===== src/rtl/hazard_controller_if.sv =====
// Signal bundle between the pipeline datapath and the hazard controller.
// master = pipeline side (drives hazard inputs), slave = hazard_controller.
interface hazard_if;
    logic [4:0]  Rs1D;
    logic [4:0]  Rs2D;
    logic [4:0]  RdE;
    logic        ResultSrcE0;
    logic        PCSrcE;
    logic        MulDivE;
    logic        MulDivDone;
    logic        MulDivStart;
    logic        StallF;
    logic        StallD;
    logic        StallE;
    logic        FlushD;
    logic        FlushE;
    logic        FlushM;
    logic        MulDivErr;
    logic [31:0] LoadStallCnt;
    logic [31:0] MulDivStallCnt;
    logic [31:0] FlushCnt;

    modport master (
        output Rs1D, Rs2D, RdE, ResultSrcE0, PCSrcE, MulDivE, MulDivDone,
        input  MulDivStart, StallF, StallD, StallE, FlushD, FlushE, FlushM,
        input  MulDivErr, LoadStallCnt, MulDivStallCnt, FlushCnt
    );

    modport slave (
        input  Rs1D, Rs2D, RdE, ResultSrcE0, PCSrcE, MulDivE, MulDivDone,
        output MulDivStart, StallF, StallD, StallE, FlushD, FlushE, FlushM,
        output MulDivErr, LoadStallCnt, MulDivStallCnt, FlushCnt
    );
endinterface


===== src/rtl/hazard_controller.sv =====
// Load-use / branch-flush hazard sequencer with mul/div start-done handshake and timeout watchdog.
// Optional performance counters are built only when HAZARD_PERF_CNT_EN is defined.
//
// state | meaning
// IDLE  | no mul/div in flight; a MulDivE issues the start pulse
// BUSY  | waiting for MulDivDone; watchdog counts stalled cycles
module hazard_controller #(
    parameter int MD_TIMEOUT = 64
) (
    input  logic     clk,
    input  logic     reset_n,
    hazard_if.slave  hz
);
    localparam int CW = $clog2(MD_TIMEOUT + 1);
    localparam logic [CW-1:0] CNT_LAST = CW'(MD_TIMEOUT - 1);

    typedef enum logic {IDLE, BUSY} state_t;

    state_t        state_q, state_d;
    logic [CW-1:0] cnt_q, cnt_d;
    logic          err_q, err_d;
    logic          md_stall;
    logic          md_start;
    logic          lw_stall;
    logic          lw_stall_g;

    assign lw_stall   = hz.ResultSrcE0 && (hz.RdE != 5'd0) &&
                        ((hz.Rs1D == hz.RdE) || (hz.Rs2D == hz.RdE));
    assign lw_stall_g = lw_stall && !hz.PCSrcE;

    always_ff @(posedge clk or negedge reset_n) begin
        if (!reset_n) begin
            state_q <= IDLE;
            cnt_q   <= '0;
            err_q   <= 1'b0;
        end else begin
            state_q <= state_d;
            cnt_q   <= cnt_d;
            err_q   <= err_d;
        end
    end

    always_comb begin
        state_d  = state_q;
        cnt_d    = cnt_q;
        err_d    = err_q;
        md_stall = 1'b0;
        md_start = 1'b0;
        case (state_q)
            IDLE: begin
                if (hz.MulDivE) begin
                    md_start = 1'b1;
                    md_stall = 1'b1;
                    cnt_d    = '0;
                    state_d  = BUSY;
                end
            end
            BUSY: begin
                if (hz.MulDivDone) begin
                    state_d = IDLE;
                end else if (cnt_q == CNT_LAST) begin
                    // watchdog expiry: let the instruction go with a bad result
                    err_d   = 1'b1;
                    state_d = IDLE;
                end else begin
                    md_stall = 1'b1;
                    cnt_d    = cnt_q + CW'(1);
                end
            end
            default: state_d = IDLE;
        endcase
    end

    assign hz.MulDivStart = md_start;
    assign hz.MulDivErr   = err_q;
    assign hz.StallE      = md_stall;
    assign hz.FlushM      = md_stall;
    assign hz.StallF      = md_stall | lw_stall_g;
    assign hz.StallD      = md_stall | lw_stall_g;
    assign hz.FlushD      = hz.PCSrcE & ~md_stall;
    assign hz.FlushE      = (lw_stall_g | hz.PCSrcE) & ~md_stall;

`ifdef HAZARD_PERF_CNT_EN
    logic [31:0] load_cnt_q;
    logic [31:0] md_cnt_q;
    logic [31:0] flush_cnt_q;

    always_ff @(posedge clk or negedge reset_n) begin
        if (!reset_n) begin
            load_cnt_q  <= 32'h0;
            md_cnt_q    <= 32'h0;
            flush_cnt_q <= 32'h0;
        end else begin
            if (lw_stall_g && !md_stall) load_cnt_q  <= load_cnt_q + 32'h1;
            if (md_stall)                md_cnt_q    <= md_cnt_q + 32'h1;
            if (hz.PCSrcE && !md_stall)  flush_cnt_q <= flush_cnt_q + 32'h1;
        end
    end

    assign hz.LoadStallCnt   = load_cnt_q;
    assign hz.MulDivStallCnt = md_cnt_q;
    assign hz.FlushCnt       = flush_cnt_q;
`else
    assign hz.LoadStallCnt   = 32'h0;
    assign hz.MulDivStallCnt = 32'h0;
    assign hz.FlushCnt       = 32'h0;
`endif
endmodule

===== src/flat_wrapper.sv =====
// flat-port wrapper written by rule: the top's interface ports become plain ports
module hazard_controller_flat 
#(
    parameter int MD_TIMEOUT = 64
)
  (clk, reset_n, hz_Rs1D, hz_Rs2D, hz_RdE, hz_ResultSrcE0, hz_PCSrcE, hz_MulDivE, hz_MulDivDone, hz_MulDivStart, hz_StallF, hz_StallD, hz_StallE, hz_FlushD, hz_FlushE, hz_FlushM, hz_MulDivErr, hz_LoadStallCnt, hz_MulDivStallCnt, hz_FlushCnt);
  hazard_if hz_i ();
  input  logic clk;
  input  logic reset_n;
  input wire logic [$bits(hz_i.Rs1D)-1:0] hz_Rs1D;
  input wire logic [$bits(hz_i.Rs2D)-1:0] hz_Rs2D;
  input wire logic [$bits(hz_i.RdE)-1:0] hz_RdE;
  input wire logic [$bits(hz_i.ResultSrcE0)-1:0] hz_ResultSrcE0;
  input wire logic [$bits(hz_i.PCSrcE)-1:0] hz_PCSrcE;
  input wire logic [$bits(hz_i.MulDivE)-1:0] hz_MulDivE;
  input wire logic [$bits(hz_i.MulDivDone)-1:0] hz_MulDivDone;
  output wire logic [$bits(hz_i.MulDivStart)-1:0] hz_MulDivStart;
  output wire logic [$bits(hz_i.StallF)-1:0] hz_StallF;
  output wire logic [$bits(hz_i.StallD)-1:0] hz_StallD;
  output wire logic [$bits(hz_i.StallE)-1:0] hz_StallE;
  output wire logic [$bits(hz_i.FlushD)-1:0] hz_FlushD;
  output wire logic [$bits(hz_i.FlushE)-1:0] hz_FlushE;
  output wire logic [$bits(hz_i.FlushM)-1:0] hz_FlushM;
  output wire logic [$bits(hz_i.MulDivErr)-1:0] hz_MulDivErr;
  output wire logic [$bits(hz_i.LoadStallCnt)-1:0] hz_LoadStallCnt;
  output wire logic [$bits(hz_i.MulDivStallCnt)-1:0] hz_MulDivStallCnt;
  output wire logic [$bits(hz_i.FlushCnt)-1:0] hz_FlushCnt;
  assign hz_i.Rs1D = hz_Rs1D;
  assign hz_i.Rs2D = hz_Rs2D;
  assign hz_i.RdE = hz_RdE;
  assign hz_i.ResultSrcE0 = hz_ResultSrcE0;
  assign hz_i.PCSrcE = hz_PCSrcE;
  assign hz_i.MulDivE = hz_MulDivE;
  assign hz_i.MulDivDone = hz_MulDivDone;
  assign hz_MulDivStart = hz_i.MulDivStart;
  assign hz_StallF = hz_i.StallF;
  assign hz_StallD = hz_i.StallD;
  assign hz_StallE = hz_i.StallE;
  assign hz_FlushD = hz_i.FlushD;
  assign hz_FlushE = hz_i.FlushE;
  assign hz_FlushM = hz_i.FlushM;
  assign hz_MulDivErr = hz_i.MulDivErr;
  assign hz_LoadStallCnt = hz_i.LoadStallCnt;
  assign hz_MulDivStallCnt = hz_i.MulDivStallCnt;
  assign hz_FlushCnt = hz_i.FlushCnt;
  hazard_controller #(.MD_TIMEOUT(MD_TIMEOUT)) u_core (.clk(clk), .reset_n(reset_n), .hz(hz_i));
endmodule

===== config.mk =====
export PLATFORM = sky130hd
export DESIGN_NAME = hazard_controller_flat
export DESIGN_NICKNAME = d
export VERILOG_FILES = /design/src/rtl/hazard_controller_if.sv /design/src/rtl/hazard_controller.sv /design/src/flat_wrapper.sv
export SDC_FILE = /design/constraint.sdc
export NUM_CORES = 1
export LEC_CHECK = 0
export ABC_CLOCK_PERIOD_IN_PS = 2200
export CAP_MARGIN = 20
export CORE_ASPECT_RATIO = 2
export CORE_MARGIN = 2
export CORE_UTILIZATION = 32
export CTS_BUF_LIST = sky130_fd_sc_hd__clkbuf_8 sky130_fd_sc_hd__clkbuf_16
export CTS_CLUSTER_DIAMETER = 100
export DETAILED_ROUTE_END_ITERATION = 12
export PLACE_DENSITY = 0.8
export SLEW_MARGIN = 20
export SYNTH_ARGS = -nofsm -noshare
export SYNTH_HDL_FRONTEND = slang
export SYNTH_SLANG_ARGS = --single-unit

===== constraint.sdc =====
create_clock -name clk -period 2.2 [get_ports clk]
set_input_delay 0.22 -clock clk [delete_from_list [all_inputs] [get_ports clk]]
set_output_delay 0.22 -clock clk [all_outputs]
set_load 0.05 [all_outputs]

==> flow_summary.ini <==
[synthesis]
synth_compound_area_share_pct = 8.977
synthCells = 171
ys_seq_area_share_pct = 16.16
synth_xor_area_share_pct = 6.284
yosysWarnings = 0
yosys.area_share.simple_pct = 11.67
synthMuxAreaShare_pct = 0.8079
syn_area_per_cell_sq_um = 8.151
synth_cell_type_count = 32
ys_ff_latch = 9
synth_edf_count = 0
async_reset_ff_share_pct = 100.0
synthFlopType = dfrtp_1
synth_area_sq_um = 1394
synth_adder_area_share_pct = 0.8977
synth_top_family_by_area = buffers and inverters

[timing]
slew_viol_final = 0
worst_pin_slew_ps = 515.8
setup_viol_count_final = 0
relSlewSlack_pct = 65.50
rsz0062_at_grt = no
period_share_pct = 96.60
fmax_mhz = 470.5
tns_ps = 0
period_needed_ps = 2125
finClkSkew_ps = 4.031
hold_viol = 0
post-route-worst-setup-slack_ps = 74.81

[worst_setup_path]
crit_slowest_cell = or4_1
worstSetupPathType = input port to output pin
timing.rr.start = u_core.cnt_q[0]
worstPathMaxFanout = 3
end_kind = output pin
critPathRequiredTime_ps = 1980
cp_cell_sequence = clkdlybuf4s50_1 > or4_1 > o21ai_1 > o31ai_2 > buf_4 > buf_12
reg2regPathDepth = 5
regToRegSetupSlack_ps = 490
r2r_end = u_core.cnt_q[1]
critPathLaunch = hz_RdE[0]
crit_path_max_incr_delay_ps = 560
crit_arrival_ps = 1910
critPathBufInv = 3
worst_path_dominant_cell_family = buffers and inverters
worst_setup_path_start_kind = input port

[power_and_ir_drop]
swShare_pct = 57.26
p_per_area_nw_per_um2 = 743.7
pwr-share-comb_pct = 60.2
vdd_drop_max_mv = 0.3536
power.switching_w = 0.0006159
p_clk_share_pct = 17.8
p_seq_share_pct = 21.9
p_int_w = 0.0004597
leakage_nw = 0.7769

[layout]
fin_nets = 223
drive_gt1_share_pct = 9.500
diodes = 0
post-route-util_pct = 34.00
area_delta_synth_final_pct = 3.770

[place]
gp_congestion = 0.8519
port_buffers = 28
dp_hpwl_mm = 1.892
place_ws_ps = 72.12

[min_path]
min_path_type = input port to asynchronous set/reset pin

[global_route]
grt_max_degree = 12
grt_util_all_layers_pct = 8.410
grt_pass1_vias = 729
grt_pass1_wl_mm = 3.208
grt_overflow = 0
antenna_found_initial = 0

[drt]
drc = 0
routed_wl_mm = 2.291
num_vias = 925
dr.pass1.iters = 4
first_iter_violations = 23
ant_nets = 0
detail_route.vias_per_cell = 3.642
wl_per_cell_um = 9.020

[clocking]
cts_resized = 0
clockBufferDepth = 2
cts_root_buf = clkbuf_8
numCtsBuffers = 3
h-tree-depth = 1
clkTransAtPathRegs_ps = 50
tritoncts = yes
clk_latency_ps = 240
clock-sinks = 9
post-cts-setup-buffers = 0
cts-hold-fix-buffers = 0

[outcome]
status = completed

[floorplanning]
coreArea_sq_um = 4254
die_w_um = 50.67
rows = 34
io_pins = 125
initial_core_util_pct = 32.76
die_area_sq_um = 4931
die_h_um = 97.34

[job]
cap_violations = 0
## final cells by class
cell class | instances | area (sq um)
fill | 465 | 2808
multi-input combinational | 154 | 769.5
timing repair buffer | 30 | 327.8
sequential | 9 | 225.2
tap | 54 | 67.56
clock buffer | 3 | 41.29
inverter | 3 | 11.26
clock inverter | 1 | 3.754
## power groups by stage
stage / logic [W] / registers [W] / clock network [W]
2_1_floorplan: 0.000672 / 0.000222 / 0
3_3_place_gp: 0.000638 / 0.000234 / 0
6_report: 0.000648 / 0.000236 / 0.000192
5_1_grt: 0.000679 / 0.000241 / 0.000204
3_5_place_dp: 0.000646 / 0.000235 / 0
4_1_cts: 0.000646 / 0.000235 / 0.000197
## cell families after synthesis
group                    after synthesis
AND/OR/NAND/NOR                       30
flip-flops                             9
other                                  1
buffers and inverters                103
multiplexers                           1
adder cells (fa/ha/maj)                1
XOR/XNOR                              10
AO/OA/AOI/OAI                         16
## worst reg2reg max path, stage by stage, from the launching register on
cell     delay [ps]
dfrtp_1         420
ha_1            260
and3_4          200
a41o_1          240
mux2_1          310
a22o_1          170
## per-layer routing
layer  up-vias  GRT usage, %  part of all wire [%]
li1        414             -                     -
met1       415         8.629                    32
met2        89         15.18                    53
met3         7         3.077                    13
met4         0         2.703                   2.0
met5         -             0                     0
## per-stage QoR
step | instances | instance area, sq um | hold WS [ps] | total power, W
after CTS | 254 | 1446 | 295.7 | 0.001078
after global placement | 250 | 1401 | 446.5 | 0.0008721
final | 254 | 1446 | 284.4 | 0.001076
after detailed placement | 250 | 1401 | 447.0 | 0.0008816
after global routing | 254 | 1446 | 321.6 | 0.001123
after floorplan | 266 | 1760 | -75.59 | 0.0008944
## worst max path at each step
stage | slack (ps) | cells past startpoint | to
after detailed placement | 70 | 6 | hz_StallD
after CTS | 60 | 6 | hz_StallD
final | 70 | 6 | hz_StallD
after global placement | 170 | 6 | hz_StallF
after floorplan | -50 | 5 | hz_FlushE
after global routing | 50 | 6 | hz_StallD
## cell usage after synthesis, types with 2 or more instances
cell type  number  area, sq um
a22o_1          3        26.28
buf_4          99        743.2
dfrtp_1         9        225.2
inv_1           2        7.510
nand2_1         6        22.52
nand2b_1        3        18.77
nand3_1         3        15.01
nor2_1          7        26.28
nor3_1          3        15.01
o21ai_1         3        15.01
o31ai_1         3        22.52
xor2_1         10        87.58
## cells in the final DEF (no fill, tap or decap), drive strengths merged, types with 4 or more instances in the layout
cell	n
inv	4
conb	96
xor2	10
a22o	4
dfrtp	9
nand2	6
buf	9
clkdlybuf4s50	21
nor2	7
o21ai	4
## state kept, by name, summed over array words and instances (netlist names)
signal               flops
u_core.cnt_q             7
u_core.hz.MulDivErr      1
u_core.state_q           1
Power figures use the tool's default switching activity.
